[src/rtl/hex_disp_pkg.sv]
// Shared register map, control bit positions and 7-segment decode table
// for the hex display bank.
package hex_disp_pkg;

  localparam logic [3:0] ADDR_BLANK = 4'd8;
  localparam logic [3:0] ADDR_BLINK = 4'd9;
  localparam logic [3:0] ADDR_CTRL  = 4'd10;

  localparam int CTRL_EN_BIT     = 0;
  localparam int CTRL_RESYNC_BIT = 1;
  localparam int CTRL_PHASE_BIT  = 2;

  // Active-high patterns, segment a in bit 0; entry 0 is the rightmost element.
  localparam logic [15:0][6:0] SEG_TABLE = {
    7'h71, 7'h79, 7'h5E, 7'h39, 7'h7C, 7'h77, 7'h6F, 7'h7F,
    7'h07, 7'h7D, 7'h6D, 7'h66, 7'h4F, 7'h5B, 7'h06, 7'h3F
  };

endpackage

[src/rtl/hex_seg_decode.sv]
// Combinational hex nibble to active-high 7-segment pattern decoder.
module hex_seg_decode
  import hex_disp_pkg::*;
(
  input  logic [3:0] i_nibble,
  output logic [6:0] o_seg
);

  assign o_seg = SEG_TABLE[i_nibble];

endmodule

[src/rtl/hex_disp_bank.sv]
// Multi-digit 7-segment display bank with an Avalon-MM register interface,
// per-digit raw/decode mode, blank and blink masks, and selectable polarity.
module hex_disp_bank
  import hex_disp_pkg::*;
#(
  parameter int NUM_DIGITS     = 4,
  parameter int BLINK_DIV      = 25000000,
  parameter int SEG_ACTIVE_LOW = 1
) (
  input  logic                    clk,
  input  logic                    reset_n,
  input  logic [3:0]              address,
  input  logic                    chipselect,
  input  logic                    write_n,
  input  logic [7:0]              writedata,
  output logic [7:0]              readdata,
  output logic [NUM_DIGITS*7-1:0] seg_out,
  output logic                    blink_phase
);

  localparam int SEG_W = NUM_DIGITS * 7;
  localparam int CNT_W = (BLINK_DIV > 2) ? $clog2(BLINK_DIV) : 1;
  localparam logic [SEG_W-1:0] SEG_DARK = (SEG_ACTIVE_LOW != 0) ? {SEG_W{1'b1}} : {SEG_W{1'b0}};

  logic [7:0]            r_digit [NUM_DIGITS];
  logic [NUM_DIGITS-1:0] r_blank;
  logic [NUM_DIGITS-1:0] r_blink;
  logic                  r_en;
  logic [CNT_W-1:0]      r_cnt;
  logic                  r_phase;
  logic [SEG_W-1:0]      r_seg;

  logic                  w_wr;
  logic                  w_resync;
  logic [SEG_W-1:0]      w_segNext;

  assign w_wr     = chipselect && !write_n;
  assign w_resync = w_wr && (address == ADDR_CTRL) && writedata[CTRL_RESYNC_BIT];

  always_ff @(posedge clk or negedge reset_n) begin
    if (!reset_n) begin
      for (int k = 0; k < NUM_DIGITS; k++) r_digit[k] <= 8'h00;
      r_blank <= '0;
      r_blink <= '0;
      r_en    <= 1'b1;
    end else if (w_wr) begin
      for (int k = 0; k < NUM_DIGITS; k++) begin
        if (address == 4'(k)) r_digit[k] <= writedata;
      end
      if (address == ADDR_BLANK) r_blank <= writedata[NUM_DIGITS-1:0];
      if (address == ADDR_BLINK) r_blink <= writedata[NUM_DIGITS-1:0];
      if (address == ADDR_CTRL)  r_en    <= writedata[CTRL_EN_BIT];
    end
  end

  // Free-running blink timer; a resync write wins over a coincident wrap.
  always_ff @(posedge clk or negedge reset_n) begin
    if (!reset_n) begin
      r_cnt   <= '0;
      r_phase <= 1'b0;
    end else if (w_resync) begin
      r_cnt   <= '0;
      r_phase <= 1'b0;
    end else if (r_cnt == CNT_W'(BLINK_DIV - 1)) begin
      r_cnt   <= '0;
      r_phase <= ~r_phase;
    end else begin
      r_cnt   <= r_cnt + 1'b1;
    end
  end

  for (genvar k = 0; k < NUM_DIGITS; k++) begin : g_digit
    logic [6:0] w_dec;
    logic [6:0] w_pat;
    logic       w_lit;

    hex_seg_decode u_dec (
      .i_nibble (r_digit[k][3:0]),
      .o_seg    (w_dec)
    );

    assign w_pat = r_digit[k][7] ? w_dec : r_digit[k][6:0];
    assign w_lit = r_en && !r_blank[k] && !(r_blink[k] && r_phase);
    assign w_segNext[7*k +: 7] = w_lit ? w_pat : 7'd0;
  end

  always_ff @(posedge clk or negedge reset_n) begin
    if (!reset_n) r_seg <= SEG_DARK;
    else          r_seg <= (SEG_ACTIVE_LOW != 0) ? ~w_segNext : w_segNext;
  end

  always_comb begin
    readdata = 8'h00;
    for (int k = 0; k < NUM_DIGITS; k++) begin
      if (address == 4'(k)) readdata = r_digit[k];
    end
    if (address == ADDR_BLANK) readdata[NUM_DIGITS-1:0] = r_blank;
    if (address == ADDR_BLINK) readdata[NUM_DIGITS-1:0] = r_blink;
    if (address == ADDR_CTRL) begin
      readdata[CTRL_EN_BIT]    = r_en;
      readdata[CTRL_PHASE_BIT] = r_phase;
    end
  end

  assign seg_out     = r_seg;
  assign blink_phase = r_phase;

endmodule

[config.mk]
export PLATFORM = sky130hd
export DESIGN_NAME = hex_disp_bank
export DESIGN_NICKNAME = d
export VERILOG_FILES = /design/src/rtl/hex_disp_pkg.sv /design/src/rtl/hex_seg_decode.sv /design/src/rtl/hex_disp_bank.sv
export SDC_FILE = /design/constraint.sdc
export NUM_CORES = 1
export LEC_CHECK = 0
export ABC_AREA = 1
export ABC_CLOCK_PERIOD_IN_PS = 1700
export CORE_MARGIN = 3
export CORE_UTILIZATION = 46
export DETAILED_ROUTE_END_ITERATION = 7
export PLACE_DENSITY = 0.65
export SYNTH_ARGS = -nofsm -noshare
export SYNTH_HDL_FRONTEND = slang
export SYNTH_HIERARCHICAL = 1
export SYNTH_SLANG_ARGS = --single-unit
[constraint.sdc]
create_clock -name clk -period 1.7 [get_ports clk]
set_clock_uncertainty 0.1 [all_clocks]
set_input_delay 0.34 -clock clk [delete_from_list [all_inputs] [get_ports clk]]
set_output_delay 0.34 -clock clk [all_outputs]
set_load 0.05 [all_outputs]
==> results of run 1 <==
==> what timing repair did <==
action                                  4_1_cts  5_1_grt
endpoints found under the setup margin        9       28
pin swaps                                    20       19
cloned                                        2        0
hold buffers                                  1        0
resized for setup                            46       48
buffers inserted                             13        8
endpoints found under the hold margin         3        0
==> layout make-up <==
class                   count  share of cell area [%]
multi-input cells         587                    40.1
flip-flops and latches     95                    30.2
repair buffers            126                    19.2
inverters                  84                    4.19
clock buffers               9                    2.81
well taps                 168                    2.62
clock inverters             7                   0.875
==> metrics by stage <==
step | setup TNS [ns] | utilization, %
floorplan | 0 | -
global placement | -22.36 | 59.8
detailed placement | -24.33 | 59.8
CTS | -1.35 | 64.2
global route | -1.60 | 65.9
finish | -1.28 | 65.9
==> cell usage after synthesis <==
cell | n | area [um2]
xor2_1 | 7 | 61.3
a211oi_1 | 4 | 30.0
buf_2 | 2 | 10.0
nor2_4 | 4 | 45.0
dfrtp_1 | 66 | 1650
nand3_4 | 1 | 17.5
buf_4 | 4 | 30.0
nand2_2 | 9 | 56.3
nor2_1 | 71 | 267
o21bai_1 | 5 | 37.5
nand2_4 | 1 | 11.3
dfstp_2 | 29 | 762
mux2_2 | 12 | 135
o21ai_0 | 50 | 250
o21ai_1 | 1 | 5.00
a21oi_1 | 4 | 20.0
nand4_1 | 10 | 62.6
nand3_2 | 1 | 10.0
clkinv_4 | 1 | 8.76
nor3_4 | 2 | 32.5
nand2_1 | 308 | 1160
clkbuf_1 | 4 | 15.0
ha_1 | 29 | 363
o2111ai_1 | 3 | 26.3
o22ai_1 | 3 | 18.8
nand3_1 | 48 | 240
buf_6 | 5 | 56.3
nor2_8 | 1 | 20.0
inv_1 | 77 | 289
nor3_1 | 3 | 15.0
o21ai_2 | 8 | 70.1
inv_2 | 5 | 18.8
or2_2 | 1 | 6.26
inv_4 | 1 | 6.26
==> kinds of logic (layout without fill, tap and decap cells) <==
kind of cell | after synthesis | count (layout) | synth area share (%)
AOI/OAI and AO/OA | 78 | 78 | 7.89
xor gates and xnor gates | 7 | 7 | 1.06
adders and majority gates | 29 | 29 | 6.25
buffers and inverters | 99 | 226 | 7.48
DFF | 95 | 95 | 41.6
muxes | 12 | 12 | 2.33
and+or+nand+nor | 460 | 461 | 33.4
==> how the worst min path moves through the flow <==
stage | start | endpoint | slack [ns] | depth (start not counted)
after CTS | reset_n | r_digit[11]$_DFFE_PN0P_ | 0.35 | 2
final | reset_n | r_digit[9]$_DFFE_PN0P_ | 0.34 | 2
after floorplan | reset_n | blink_phase$_DFFE_PN0P_ | -0.06 | 0
after global placement | reset_n | r_digit[11]$_DFFE_PN0P_ | 0.18 | 1
after global routing | reset_n | r_digit[9]$_DFFE_PN0P_ | 0.37 | 2
after detailed placement | reset_n | r_digit[11]$_DFFE_PN0P_ | 0.18 | 1
==> flip-flops by register name, summed over array words and instances (netlist names) <==
signal / cells
r_digit: 32
seg_out: 28
r_cnt: 25
r_blank: 4
r_blink: 4
blink_phase: 1
r_en: 1
==> power by group through the flow <==
stage | clock network, uW | registers, uW | logic (uW)
after floorplan | 0 | 3460 | 1990
after global placement | 0 | 3290 | 3480
after detailed placement | 0 | 3290 | 3550
after CTS | 2090 | 3240 | 3680
after global routing | 2180 | 3320 | 4260
final | 2050 | 3260 | 3810
==> critical path, cell delays in order <==
cell	delay [ns]
buf_4	0.13
buf_8	0.14
nor2_4	0.05
buf_4	0.14
nand3_2	0.06
nand3_2	0.09
a21oi_2	0.11
nand4_1	0.19
buf_12	0.22
==> layer usage <==
layer,GRT usage (%),up-vias,part of all wire (%)
met4,8.72,0,2.2
met1,29.3,2583,45
met2,36.7,123,49
met5,0,-,0
met3,4.02,24,3.9
li1,-,2707,-
==> out/results.tsv, run 1 <==
stage	metric	value	unit
layout	Layout Nets	948	
setup_path	crit path capture type	output port	
cts	# clock sinks	95	
layout	fin cells	1076	
synth	Yosys cell types	34	
sta	fmax	521	MHz
synth	register area share after synthesis	41.6	%
layout	Synth-to-Final Area Change	38.0	%
setup_path	Worst EP required	1.26	ns
setup_path	startpoint types	input port	
global_routing	Overflow after GRT	0	
floorplan	Die H	118	um
global_routing	initial antenna violation count	0	
sta	Slew Limit Fails	0	
layout	Final Cell Area	8010	um2
synth	Synth Register Bits	95	
synth	Ys Warns	6	
sta	Tmin final	1.92	ns
power	NetSw	3680	uW
hold_path	Hold Crit Class	in2async	
setup_path	maximum fanout along the worst path	4	
route	DR vias	5437	
power	Leak Pwr	0.00390	uW
power	sequential fraction of design power	35.7	%
global_routing	Total GRT Usage	22.3	%
global_routing	pin count of the biggest net entering global routing	31	
layout	sequential cell area	2420	um2
route	Post-Route WL	15.5	mm
floorplan	FP Rows	40	
floorplan	die width	118	um
route	DRT antenna net count	0	
sta	RSZ-0062 raised after global routing	yes	
cts	clock slew at reported path FFs	0.08	ns
power	power per cell area	1140	nW/um2
floorplan	Core Area	12200	um2
place	Placed Instance Area	7280	um2
power	Pwr Total	9120	uW
place	HPWL Detailed	11.6	mm
run_status	failing checks	setup timing	
setup_path	R2R depth	8	
run_status	status	finished, violations left	
floorplan	initial core utilization	47.7	%
synth	Synth Net Count	825	
route	Vias per Instance	5.05	
sta	Slew @ Worst Pin	0.443	ns
sta	period utilization	113	%
sta	final worst slack	-0.220	ns
setup_path	Setup CP Type	in2out	
flow_run	reported max-cap violation count	0	
cts	htree depth	3	
layout	most frequent cells in the layout	nand2_1 (295), buf_4 (65), inv_1 (64)	
floorplan	I/O pin cnt	53	
route	TritonRoute pass-1 iters	5	
cts	worst skew pair latency	0.36	ns
setup_path	Reg-to-Reg Start	r_digit[8]$_DFFE_PN0P_	
setup_path	Crit Reg-Reg Endpoint	seg_out[16]$_DFF_PN1_	
place	Port Buf Inserts	52	
synth	Gate Count Post-Synth	780	
global_routing	first-pass GRT wire length	25.4	mm
setup_path	Worst Setup SP	address[1]	
cts	CTS Root Cell	clkbuf_16	
sta	Hold Slack	0.342	ns
layout	most common cell after layout, fill and taps aside	nand2_1	
cts	clock buffer count from CTS	9	
layout	diodes inserted	0	
power	Comb pwr share	41.8	%
route	# DRC	0	
layout	layout cells sized above 1	29.3	%
power	Sw Ratio	40.3	%
sta	Hold Vio Cnt, Final	0	
setup_path	Worst R2R Setup Slack	0.07	ns
route	Routed wire per std cell	14.4	um
setup_path	Arrival @ worst endpoint	1.48	ns
setup_path	critical path capture point	readdata[0]	
synth	area of the mapped netlist	5800	um2
layout	area taken by multi-input logic gates	3210	um2
power	Clk pwr share	22.5	%
cts	CTS Buffer Depth	2	
place	pre-CTS setup slack	-0.594	ns
place	Placer Congestion	0.935	
power	worst IR drop on VDD	0.715	mV
floorplan	die area	14000	um2
place	dpl cells	1037	
cts	TritonCTS clock tree	built	
sta	Finish-stage setup viols	8	
global_routing	vias in the first global route	5272	
power	P_int	5440	uW
layout	Fill cells	993	
sta	Rel. slew slack	70.3	%
route	DRT iter0 DRCs	438	
synth	Syn Area/Cell	7.44	um2
Note: power is estimated with default switching activity, not from simulation.
==> inputs of run 2 (changes only) <==
CELL_PAD_IN_SITES_DETAIL_PLACEMENT = 1   (was unset)
CELL_PAD_IN_SITES_GLOBAL_PLACEMENT = 1   (was unset)
CORE_UTILIZATION = 39   (was 46)
PLACE_DENSITY = unset   (was 0.65)
PLACE_DENSITY_LB_ADDON = 0.1   (was unset)
==> run 2 against run 1 <==
Flip-flop and latch count did not move. Register-to-register slack lost 0.03 ns. The flow still finishes with violations (setup timing). Setup slack better by 0.041 ns. Maximum frequency up 2.2%. First-iteration DRC count fell by 45%. Utilization decreased by 9.2 points. Non-clock buffer count rose by 3.
==> out/results.tsv, run 2 (synthesis gave the netlist of run 1 again) <==
stage	metric	value	unit
run_status	status	finished, violations left	
run_status	failing checks	setup timing	
place	HPWL Detailed	13.6	mm
route	DR vias	5598	
hold_path	Hold Crit Class	in2async	
global_routing	initial antenna violation count	0	
global_routing	Total GRT Usage	22.8	%
sta	Slew @ Worst Pin	0.643	ns
layout	diodes inserted	0	
setup_path	Arrival @ worst endpoint	1.44	ns
floorplan	Core Area	14200	um2
place	Placer Congestion	0.920	
cts	htree depth	3	
layout	most frequent cells in the layout	nand2_1 (291), buf_4 (70), inv_1 (65)	
route	Vias per Instance	5.13	
global_routing	first-pass GRT wire length	29.5	mm
layout	Synth-to-Final Area Change	38.8	%
cts	worst skew pair latency	0.35	ns
floorplan	die width	128	um
setup_path	Setup CP Type	reg2out	
sta	Slew Limit Fails	0	
floorplan	initial core utilization	40.9	%
power	Clk pwr share	21.5	%
sta	Rel. slew slack	56.9	%
setup_path	startpoint types	flop	
layout	area taken by multi-input logic gates	3270	um2
flow_run	reported max-cap violation count	0	
place	Port Buf Inserts	52	
power	Comb pwr share	42.8	%
route	Routed wire per std cell	17.1	um
sta	final worst slack	-0.179	ns
sta	period utilization	111	%
power	NetSw	3720	uW
layout	max reg flops	32	
floorplan	die area	16400	um2
global_routing	Overflow after GRT	0	
layout	largest register by flop count	r_digit	
global_routing	pin count of the biggest net entering global routing	37	
power	sequential fraction of design power	35.7	%
layout	Layout Nets	951	
sta	Hold Vio Cnt, Final	0	
cts	clock buffer count from CTS	9	
cts	CTS Root Cell	clkbuf_16	
power	Sw Ratio	40.2	%
place	pre-CTS setup slack	-0.693	ns
power	Leak Pwr	0.00390	uW
sta	RSZ-0062 raised after global routing	yes	
setup_path	Worst EP required	1.26	ns
sta	Hold Slack	0.360	ns
sta	Tmin final	1.88	ns
layout	most common cell after layout, fill and taps aside	nand2_1	
cts	CTS Buffer Depth	2	
power	power per cell area	1150	nW/um2
route	TritonRoute pass-1 iters	4	
setup_path	crit path capture type	output port	
cts	# clock sinks	95	
cts	clock slew at reported path FFs	0.07	ns
layout	Fill cells	1740	
power	P_int	5540	uW
route	DRT iter0 DRCs	242	
floorplan	Die H	128	um
global_routing	vias in the first global route	5807	
route	DRT antenna net count	0	
route	# DRC	0	
floorplan	FP Rows	43	
power	worst IR drop on VDD	0.678	mV
route	Post-Route WL	18.6	mm
layout	layout cells sized above 1	30.4	%
cts	TritonCTS clock tree	built	
floorplan	I/O pin cnt	53	
layout	sequential cell area	2420	um2
sta	Finish-stage setup viols	8	
setup_path	maximum fanout along the worst path	2	
sta	fmax	532	MHz
==> run 2: cell count changes in the layout (fill, tap and decap cells not counted), moves of 4 or more <==
cell / before / now
buf_4: 65 / 70
inv_8: 6 / 0
buf_6: 2 / 7
nand2_1: 295 / 291
inv_4: 0 / 4
==> run 2: power by group through the flow <==
stage               combinational (uW)  clock [uW]  sequential (uW)
floorplan                         1990           0             3460
global placement                  3480           0             3300
detailed placement                3620           0             3320
CTS                               3780        2040             3270
global route                      4420        2160             3370
finish                            3960        1990             3310
==> run 2: through the flow <==
step                total power [uW]  std cells  instance area (um2)  TNS [ns]  util, %
global route                    9950       1091                 8060     -1.94     56.7
floorplan                       5460        780                 5850         0        -
CTS                             9090       1079                 7760    -0.954     54.6
finish                          9260       1091                 8060    -0.988     56.7
detailed placement              6940       1046                 7260    -28.58     51.1
global placement                6780       1046                 7260    -22.13     51.1
==> run 2: area by class of cell <==
type | instances | share of cell area (%)
clock buffers | 14 | 3.40
flip-flops and latches | 95 | 30.0
clock inverters | 2 | 0.155
multi-input cells | 587 | 40.6
inverters | 84 | 4.10
well taps | 180 | 2.80
repair buffers | 129 | 18.9
==> run 2: layer usage <==
metal | part of all wire, % | wire length (um) | GRT usage [%] | vias to the layer above
met4 | 2.4 | 455 | 8.43 | 0
li1 | - | - | - | 2710
met5 | 0 | 0 | 0 | -
met3 | 2.9 | 533 | 4.75 | 28
met2 | 53 | 9910 | 40.8 | 103
met1 | 41 | 7720 | 26.9 | 2757
==> run 2: worst paths after layout <==
| path | from | endpoint | slack (ns) | cells past startpoint |
|---|---|---|---|---|
| worst max-delay path | r_digit[24]$_DFFE_PN0P_ | readdata[0] | -0.18 | 5 |
| worst min-delay path | reset_n | r_digit[8]$_DFFE_PN0P_ | 0.36 | 2 |
| worst max register to register | r_en$_DFFE_PN1N_ | seg_out[9]$_DFF_PN1_ | 0.04 | 4 |
| worst min register to register | r_digit[20]$_DFFE_PN0P_ | r_digit[20]$_DFFE_PN0P_ | 0.40 | 2 |
| max in group asynchronous | reset_n | seg_out[0]$_DFF_PN1_ | 0.53 | 3 |
| min in group clk | r_digit[20]$_DFFE_PN0P_ | r_digit[20]$_DFFE_PN0P_ | 0.40 | 2 |
==> run 2: worst max-delay path: stages, from the launching register on <==
cell	delay [ns]
dfrtp_2	0.45
nand3_2	0.10
nand3_2	0.09
a21oi_2	0.10
nand4_1	0.16
buf_12	0.20
==> run 2: what timing repair did <==
item                                    4_1_cts  5_1_grt
setup buffers                                15       13
hold endpoints to repair                     15        0
hold buffers                                  1        0
endpoints found under the setup margin       24       33
resized for setup                            50       61
cloned                                        1        0
pin swaps                                    18       19
